<file path="src/rtl/aes_pkg.sv">
// Shared definitions for the block-cipher mode engine: mode codes, FSM states,
// default widths and the core-input select used by the chaining datapath.
package aes_pkg;
    localparam int BLK_S_DEF   = 128;
    localparam int IV_BITS_DEF = BLK_S_DEF;
    localparam int CTR_W_DEF   = 32;

    localparam logic [2:0] MODE_ECB  = 3'd0;
    localparam logic [2:0] MODE_CBC  = 3'd1;
    localparam logic [2:0] MODE_PCBC = 3'd2;
    localparam logic [2:0] MODE_CFB  = 3'd3;
    localparam logic [2:0] MODE_OFB  = 3'd4;
    localparam logic [2:0] MODE_CTR  = 3'd5;

    typedef enum logic [1:0] {ST_IDLE, ST_CORE_REQ, ST_CORE_WAIT, ST_OUT} state_t;

    // What the core is fed with: the block, the block xor IV, or the IV alone.
    typedef enum logic [1:0] {CSEL_X, CSEL_XI, CSEL_I} csel_t;

    function automatic logic mode_legal(input logic [2:0] m);
        return m <= MODE_CTR;
    endfunction
endpackage

</file>
<file path="src/rtl/aes_chain_unit_if.sv">
// Config, stream and AES-core handshake bundle for aes_chain_unit.
interface aes_chain_unit_if import aes_pkg::*; #(parameter int BLK_S = BLK_S_DEF);
    logic             cfg_valid;
    logic             cfg_ready;
    logic [2:0]       cfg_mode;
    logic             cfg_encrypt;
    logic [BLK_S-1:0] cfg_iv;
    logic             s_valid;
    logic             s_ready;
    logic [BLK_S-1:0] s_data;
    logic             core_in_valid;
    logic             core_in_ready;
    logic [BLK_S-1:0] core_in_data;
    logic             core_encrypt;
    logic             core_out_valid;
    logic             core_out_ready;
    logic [BLK_S-1:0] core_out_data;
    logic             m_valid;
    logic             m_ready;
    logic [BLK_S-1:0] m_data;
    logic             mode_err;

    modport slave (
        input  cfg_valid, cfg_mode, cfg_encrypt, cfg_iv, s_valid, s_data,
               core_in_ready, core_out_valid, core_out_data, m_ready,
        output cfg_ready, s_ready, core_in_valid, core_in_data, core_encrypt,
               core_out_ready, m_valid, m_data, mode_err
    );
    modport master (
        output cfg_valid, cfg_mode, cfg_encrypt, cfg_iv, s_valid, s_data,
               core_in_ready, core_out_valid, core_out_data, m_ready,
        input  cfg_ready, s_ready, core_in_valid, core_in_data, core_encrypt,
               core_out_ready, m_valid, m_data, mode_err
    );
endinterface

</file>
<file path="src/rtl/chain_xor.sv">
// Combinational chaining equations: core-input select, output block and next IV
// for each cipher mode. X = latched input block, Y = core result, I = IV.
module chain_xor import aes_pkg::*; #(
    parameter int BLK_S = IV_BITS_DEF,
    parameter int CTR_W = CTR_W_DEF
) (
    input  logic [2:0]       mode,
    input  logic             encrypt,
    input  logic [BLK_S-1:0] x,
    input  logic [BLK_S-1:0] y,
    input  logic [BLK_S-1:0] iv,
    output csel_t            csel,
    output logic             core_enc,
    output logic [BLK_S-1:0] out,
    output logic [BLK_S-1:0] iv_next
);
    always_comb begin
        csel     = CSEL_X;
        core_enc = encrypt;
        out      = y;
        iv_next  = iv;
        case (mode)
            MODE_CBC: begin
                csel    = encrypt ? CSEL_XI : CSEL_X;
                out     = encrypt ? y : y ^ iv;
                iv_next = encrypt ? y : x;
            end
            MODE_PCBC: begin
                csel    = encrypt ? CSEL_XI : CSEL_X;
                out     = encrypt ? y : y ^ iv;
                iv_next = encrypt ? x ^ y : x ^ y ^ iv;
            end
            // Stream modes always run the core forwards on the IV.
            MODE_CFB: begin
                csel     = CSEL_I;
                core_enc = 1'b1;
                out      = y ^ x;
                iv_next  = encrypt ? y ^ x : x;
            end
            MODE_OFB: begin
                csel     = CSEL_I;
                core_enc = 1'b1;
                out      = y ^ x;
                iv_next  = y;
            end
            MODE_CTR: begin
                csel     = CSEL_I;
                core_enc = 1'b1;
                out      = y ^ x;
                iv_next  = {iv[BLK_S-1:CTR_W], iv[CTR_W-1:0] + {{(CTR_W-1){1'b0}}, 1'b1}};
            end
            default: ;
        endcase
    end
endmodule

</file>
<file path="src/rtl/aes_chain_unit.sv">
// Multi-mode block-cipher chaining engine with one block in flight between the
// stream path and the AES core; owns the IV register and the core handshake.
module aes_chain_unit import aes_pkg::*; #(
    parameter int BLK_S = BLK_S_DEF,
    parameter int CTR_W = CTR_W_DEF
) (
    input logic          clk,
    input logic          reset,
    aes_chain_unit_if.slave bus
);
    localparam int IV_BITS = BLK_S;

    state_t             state;
    logic [2:0]         mode_q;
    logic               enc_q;
    logic [IV_BITS-1:0] iv_q;
    logic [BLK_S-1:0]   in_q;
    logic [BLK_S-1:0]   core_d;
    logic [BLK_S-1:0]   m_d;
    logic               err_q;
    logic               cfg_rdy;
    logic               cin_vld;
    logic               cout_rdy;
    logic               m_vld;

    csel_t              csel;
    logic               core_enc;
    logic [BLK_S-1:0]   out_nxt;
    logic [BLK_S-1:0]   iv_nxt;

    chain_xor #(.BLK_S(BLK_S), .CTR_W(CTR_W)) u_xor (
        .mode     (mode_q),
        .encrypt  (enc_q),
        .x        (in_q),
        .y        (bus.core_out_data),
        .iv       (iv_q),
        .csel     (csel),
        .core_enc (core_enc),
        .out      (out_nxt),
        .iv_next  (iv_nxt)
    );

    always_ff @(posedge clk or posedge reset) begin
        if (reset) begin
            state    <= ST_IDLE;
            mode_q   <= MODE_ECB;
            enc_q    <= 1'b1;
            iv_q     <= '0;
            in_q     <= '0;
            core_d   <= '0;
            m_d      <= '0;
            err_q    <= 1'b0;
            cfg_rdy  <= 1'b1;
            cin_vld  <= 1'b0;
            cout_rdy <= 1'b0;
            m_vld    <= 1'b0;
        end else begin
            case (state)
                ST_IDLE: begin
                    // Config wins over data when both are offered.
                    if (bus.cfg_valid) begin
                        mode_q <= mode_legal(bus.cfg_mode) ? bus.cfg_mode : MODE_ECB;
                        if (!mode_legal(bus.cfg_mode)) err_q <= 1'b1;
                        enc_q  <= bus.cfg_encrypt;
                        iv_q   <= bus.cfg_iv;
                    end else if (bus.s_valid) begin
                        in_q <= bus.s_data;
                        case (csel)
                            CSEL_XI: core_d <= bus.s_data ^ iv_q;
                            CSEL_I:  core_d <= iv_q;
                            default: core_d <= bus.s_data;
                        endcase
                        state   <= ST_CORE_REQ;
                        cfg_rdy <= 1'b0;
                        cin_vld <= 1'b1;
                    end
                end
                ST_CORE_REQ: if (bus.core_in_ready) begin
                    state    <= ST_CORE_WAIT;
                    cin_vld  <= 1'b0;
                    cout_rdy <= 1'b1;
                end
                ST_CORE_WAIT: if (bus.core_out_valid) begin
                    m_d      <= out_nxt;
                    iv_q     <= iv_nxt;
                    state    <= ST_OUT;
                    cout_rdy <= 1'b0;
                    m_vld    <= 1'b1;
                end
                ST_OUT: if (bus.m_ready) begin
                    state   <= ST_IDLE;
                    m_vld   <= 1'b0;
                    cfg_rdy <= 1'b1;
                end
                default: state <= ST_IDLE;
            endcase
        end
    end

    assign bus.cfg_ready      = cfg_rdy;
    assign bus.s_ready        = cfg_rdy & ~bus.cfg_valid;
    assign bus.core_in_valid  = cin_vld;
    assign bus.core_in_data   = core_d;
    assign bus.core_encrypt   = core_enc;
    assign bus.core_out_ready = cout_rdy;
    assign bus.m_valid        = m_vld;
    assign bus.m_data         = m_d;
    assign bus.mode_err       = err_q;
endmodule

</file>
<file path="src/flat_wrapper.sv">
// flat-port wrapper written by rule: the top's interface ports become plain ports
module aes_chain_unit_flat import aes_pkg::*;
#(
    parameter int BLK_S = BLK_S_DEF,
    parameter int CTR_W = CTR_W_DEF
)
  (clk, reset, bus_cfg_valid, bus_cfg_mode, bus_cfg_encrypt, bus_cfg_iv, bus_s_valid, bus_s_data, bus_core_in_ready, bus_core_out_valid, bus_core_out_data, bus_m_ready, bus_cfg_ready, bus_s_ready, bus_core_in_valid, bus_core_in_data, bus_core_encrypt, bus_core_out_ready, bus_m_valid, bus_m_data, bus_mode_err);
  aes_chain_unit_if #(.BLK_S(BLK_S)) bus_i ();
  input logic clk;
  input logic reset;
  input wire logic [$bits(bus_i.cfg_valid)-1:0] bus_cfg_valid;
  input wire logic [$bits(bus_i.cfg_mode)-1:0] bus_cfg_mode;
  input wire logic [$bits(bus_i.cfg_encrypt)-1:0] bus_cfg_encrypt;
  input wire logic [$bits(bus_i.cfg_iv)-1:0] bus_cfg_iv;
  input wire logic [$bits(bus_i.s_valid)-1:0] bus_s_valid;
  input wire logic [$bits(bus_i.s_data)-1:0] bus_s_data;
  input wire logic [$bits(bus_i.core_in_ready)-1:0] bus_core_in_ready;
  input wire logic [$bits(bus_i.core_out_valid)-1:0] bus_core_out_valid;
  input wire logic [$bits(bus_i.core_out_data)-1:0] bus_core_out_data;
  input wire logic [$bits(bus_i.m_ready)-1:0] bus_m_ready;
  output wire logic [$bits(bus_i.cfg_ready)-1:0] bus_cfg_ready;
  output wire logic [$bits(bus_i.s_ready)-1:0] bus_s_ready;
  output wire logic [$bits(bus_i.core_in_valid)-1:0] bus_core_in_valid;
  output wire logic [$bits(bus_i.core_in_data)-1:0] bus_core_in_data;
  output wire logic [$bits(bus_i.core_encrypt)-1:0] bus_core_encrypt;
  output wire logic [$bits(bus_i.core_out_ready)-1:0] bus_core_out_ready;
  output wire logic [$bits(bus_i.m_valid)-1:0] bus_m_valid;
  output wire logic [$bits(bus_i.m_data)-1:0] bus_m_data;
  output wire logic [$bits(bus_i.mode_err)-1:0] bus_mode_err;
  assign bus_i.cfg_valid = bus_cfg_valid;
  assign bus_i.cfg_mode = bus_cfg_mode;
  assign bus_i.cfg_encrypt = bus_cfg_encrypt;
  assign bus_i.cfg_iv = bus_cfg_iv;
  assign bus_i.s_valid = bus_s_valid;
  assign bus_i.s_data = bus_s_data;
  assign bus_i.core_in_ready = bus_core_in_ready;
  assign bus_i.core_out_valid = bus_core_out_valid;
  assign bus_i.core_out_data = bus_core_out_data;
  assign bus_i.m_ready = bus_m_ready;
  assign bus_cfg_ready = bus_i.cfg_ready;
  assign bus_s_ready = bus_i.s_ready;
  assign bus_core_in_valid = bus_i.core_in_valid;
  assign bus_core_in_data = bus_i.core_in_data;
  assign bus_core_encrypt = bus_i.core_encrypt;
  assign bus_core_out_ready = bus_i.core_out_ready;
  assign bus_m_valid = bus_i.m_valid;
  assign bus_m_data = bus_i.m_data;
  assign bus_mode_err = bus_i.mode_err;
  aes_chain_unit #(.BLK_S(BLK_S), .CTR_W(CTR_W)) u_core (.clk(clk), .reset(reset), .bus(bus_i));
endmodule
</file>
<file path="config.mk">
export PLATFORM = sky130hd
export DESIGN_NAME = aes_chain_unit_flat
export DESIGN_NICKNAME = d
export VERILOG_FILES = /design/src/rtl/aes_pkg.sv /design/src/rtl/aes_chain_unit_if.sv /design/src/rtl/chain_xor.sv /design/src/rtl/aes_chain_unit.sv /design/src/flat_wrapper.sv
export SDC_FILE = /design/constraint.sdc
export NUM_CORES = 2
export LEC_CHECK = 0
export ABC_AREA = 1
export BUFFER_PORTS_ARGS = -buffer_cell sky130_fd_sc_hd__buf_4
export CORE_MARGIN = 3
export CORE_UTILIZATION = 58
export DETAILED_ROUTE_END_ITERATION = 10
export PLACE_DENSITY = 0.78
export SYNTH_ARGS = -nofsm -noshare
export SYNTH_HDL_FRONTEND = slang
export SYNTH_HIERARCHICAL = 1
export SYNTH_SLANG_ARGS = --single-unit
</file>
<file path="constraint.sdc">
create_clock -name clk -period 22.5 [get_ports clk]
set_clock_uncertainty 0.2 [all_clocks]
set_input_delay 4.5 -clock clk [delete_from_list [all_inputs] [get_ports clk]]
set_output_delay 4.5 -clock clk [all_outputs]
set_load 0.02 [all_outputs]
</file>
==> flow_summary.ini <==
[timing]
fmax_ghz = 0.105
rsz0062_at_grt = false
hold_ws_ns = 0.282
fin_setup_tns_ns = 0
finalWorstSetupSlack_ns = 12.94
report.final.slew_viol_count = 0
hold_viol = 0
relSlewSlack_pct = 15.6
post-route-period-util_pct = 42.5
worst_pin_slew_ns = 1.27
final-setup-viol-count = 0
min_period_ns = 9.56

[route]
drtIter0Drc = 5635
vias = 42290
drtPass1Iterations = 9
drc = 0
wl_um = 152000
antenna_violating_nets_post_route = 0
drt-wirelength-per-cell_um = 22.2
viasPerCell = 6.16

[cells_and_area]
drive_gt1_share_pct = 17.7
area_growth_syn_to_layout_pct = 18.0
utilization_pct = 69.9
n_fill_cell = 5497
final_nets = 6354

[setup_path]
cp-start-kind = input port
critPathTopFamily = buffers and inverters
critical_path_arrival_ns = 4.86
worstPathRequired_ns = 17.80
crit_slowest_cell = buf_4
crit_chain = buf_4, nor2_1, buf_4
crit_fanout = 4
critical_path_buf_inv_count = 2
critPathCaptureType = output pin
timing_worst_setup_path_type = input port to output pin
cpMostUsedCell = buf_4
max_stage_delay_ns = 0.14

[power_and_ir_drop]
power.density_nw_per_um2 = 169
peakVddDrop_mv = 0.244
power_leakage_nw = 21.3

[floorplanning]
initial_core_util_pct = 59.2
core_area_um2 = 63800
io_pins = 658
die_area_um2 = 68200
fp.dieW_um = 261
die-height_um = 261
rows = 92

[global_routing]
global_route.usage.met3_pct = 10.6
met1_usage_pct = 53.5
antenna_found_initial = 28
grt_util_met2_pct = 64.9
overflow = 0
first_global_vias = 38730
top_usage_layer = met2
grt_use_total_pct = 42.9
grt_pass1_wl_um = 226000
grt_max_degree = 230

[logic_synthesis]
synth_edf_count = 0
synth_simple_gate_area_share_pct = 30.4
yosys.area.top_type_share_pct = 34.5
netlist_instances = 5554
synth_nets = 5957
synth_area_um2 = 37800
synthXorXnorAreaFrac_pct = 5.15
synth.most_common_cell = nand2_1
async_reset_ff_share_pct = 100
synth_cell_type_count = 40
muxShareOfSynthArea_pct = 3.82
synth_top_cell_by_area = dfrtp_1
syn_area_per_cell_um2 = 6.80
synth-main-ff-cell = dfrtp_1
synth-compound-area-share_pct = 16.5
synth_fa_ha_area_share_pct = 0.265
synth_top_family_by_area = simple AND/OR/NAND/NOR gates
synth_area_leaders = dfrtp_1 (35%), nand2_1 (17%), o21ai_0 (7.9%)
ys_warn_count = 6
yosysSeqAreaShare_pct = 34.7
postSynthRegisterBits = 523
ys_top_cells_by_count = nand2_1 (1728), o21ai_0 (593), dfrtp_1 (521)

[clocking]
ctsResizeCount = 0
cts_hold_buf = 0
cts_buffers = 59
clock-sinks = 523
htreeDepth = 2
clock_latency_ns = 0.64
tritoncts = done
cts_max_path_buffers = 3
clk_pin_slew_ns = 0.06
post_cts_buffers = 0
root_buffer = clkbuf_16

[status]
status = finished, final reports clean

[placed_design]
pre_cts_ws_ns = 12.93
port_buffers = 657
hpwl_um = 93700
gp_congestion = 1.02

[worst_hold_path]
min_path_type = flop to flop

[flow_run]
maxCapViolations = 0
-- flip-flops by register name, summed over array words and instances, names as in the netlist --
name and count:
u_core/mode_q 3, u_core/bus.core_in_data 128, u_core/state 2, u_core/in_q 128, u_core/bus.core_out_ready 1, u_core/iv_q 128
u_core/bus.m_data 128, u_core/bus.cfg_ready 1, u_core/enc_q 1, u_core/bus.mode_err 1, u_core/bus.m_valid 1, u_core/bus.core_in_valid 1
-- worst register-to-register path, cell delays in order (launching register included) --
cell      delay, ns
dfrtp_1        0.40
inv_2          0.10
nor2_1         0.23
nand2_4        0.51
nand2_2        0.25
clkinv_2       0.70
nor2_1         0.56
inv_1          0.09
ha_1           0.24
inv_4          0.68
buf_4          1.03
nand4_1        0.36
nand3_1        0.15
nand2_1        0.06
-- area by class of cell --
type / count / area [um^2] / area share, %
Tap cell: 846 / 1060 / 2.38
Clock inverter: 21 / 214 / 0.480
Sequential cell: 523 / 13100 / 29.4
Clock buffer: 85 / 1730 / 3.88
Multi-Input combinational cell: 4195 / 21300 / 47.8
Inverter: 473 / 1810 / 4.06
Antenna cell: 28 / 70.1 / 0.157
Timing Repair Buffer: 699 / 5270 / 11.8
-- where the power goes --
group          leakage, nW  switching (mW)  internal (mW)
Combinational         13.9            3.07           1.52
Sequential            6.46           0.526           1.40
Clock                0.962           0.423          0.575
Total                 21.3            4.02           3.50
-- metrics by stage --
step | total power [mW] | cells | instance area (um^2)
5_1_grt | 7.98 | 6862 | 44500
3_3_place_gp | 6.24 | 6736 | 42500
3_5_place_dp | 6.34 | 6736 | 42500
4_1_cts | 7.36 | 6842 | 44500
6_report | 7.52 | 6870 | 44500
2_1_floorplan | 4.86 | 5554 | 37800
-- routing by layer --
metal / part of all wire (%) / vias up
met5: 0.033 / -
met3: 13 / 658
met2: 44 / 2960
met4: 7.7 / 8
met1: 36 / 19546
li1: - / 19118
-- path summary, 6_finish.rpt --
path,start,end,slack [ns],cells after the start
worst max-delay path,bus_cfg_valid,bus_s_ready,12.94,3
worst min-delay path,u_core/bus.mode_err,u_core/bus.mode_err,0.28,1
worst max register to register,u_core/mode_q[1],u_core/bus.core_in_data[92],16.81,13
worst min register to register,u_core/bus.mode_err,u_core/bus.mode_err,0.28,1
max in group asynchronous,reset,u_core/iv_q[125],15.17,5
min in group asynchronous,reset,u_core/bus.core_in_data[34],3.77,2
-- cells by family after synthesis --
group | Yosys count
fa+ha+maj | 8
xor+xnor | 222
simple gates | 2725
buf+inv | 836
flops | 523
mux | 128
compound gates | 1112
-- placed cells by master, fill, tap and decap left out, types with 107 or more instances in the layout --
| cell | count |
|---|---|
| xnor2_1 | 115 |
| buf_4 | 697 |
| o21ai_0 | 593 |
| o21ai_1 | 139 |
| or2_2 | 129 |
| nand2_1 | 1724 |
| nor2_1 | 382 |
| inv_1 | 457 |
| a21oi_1 | 158 |
| nand4_1 | 216 |
| xor2_1 | 107 |
| dfrtp_1 | 521 |
| o221ai_1 | 127 |
| nand3_1 | 248 |
Power figures use the tool's default switching activity.
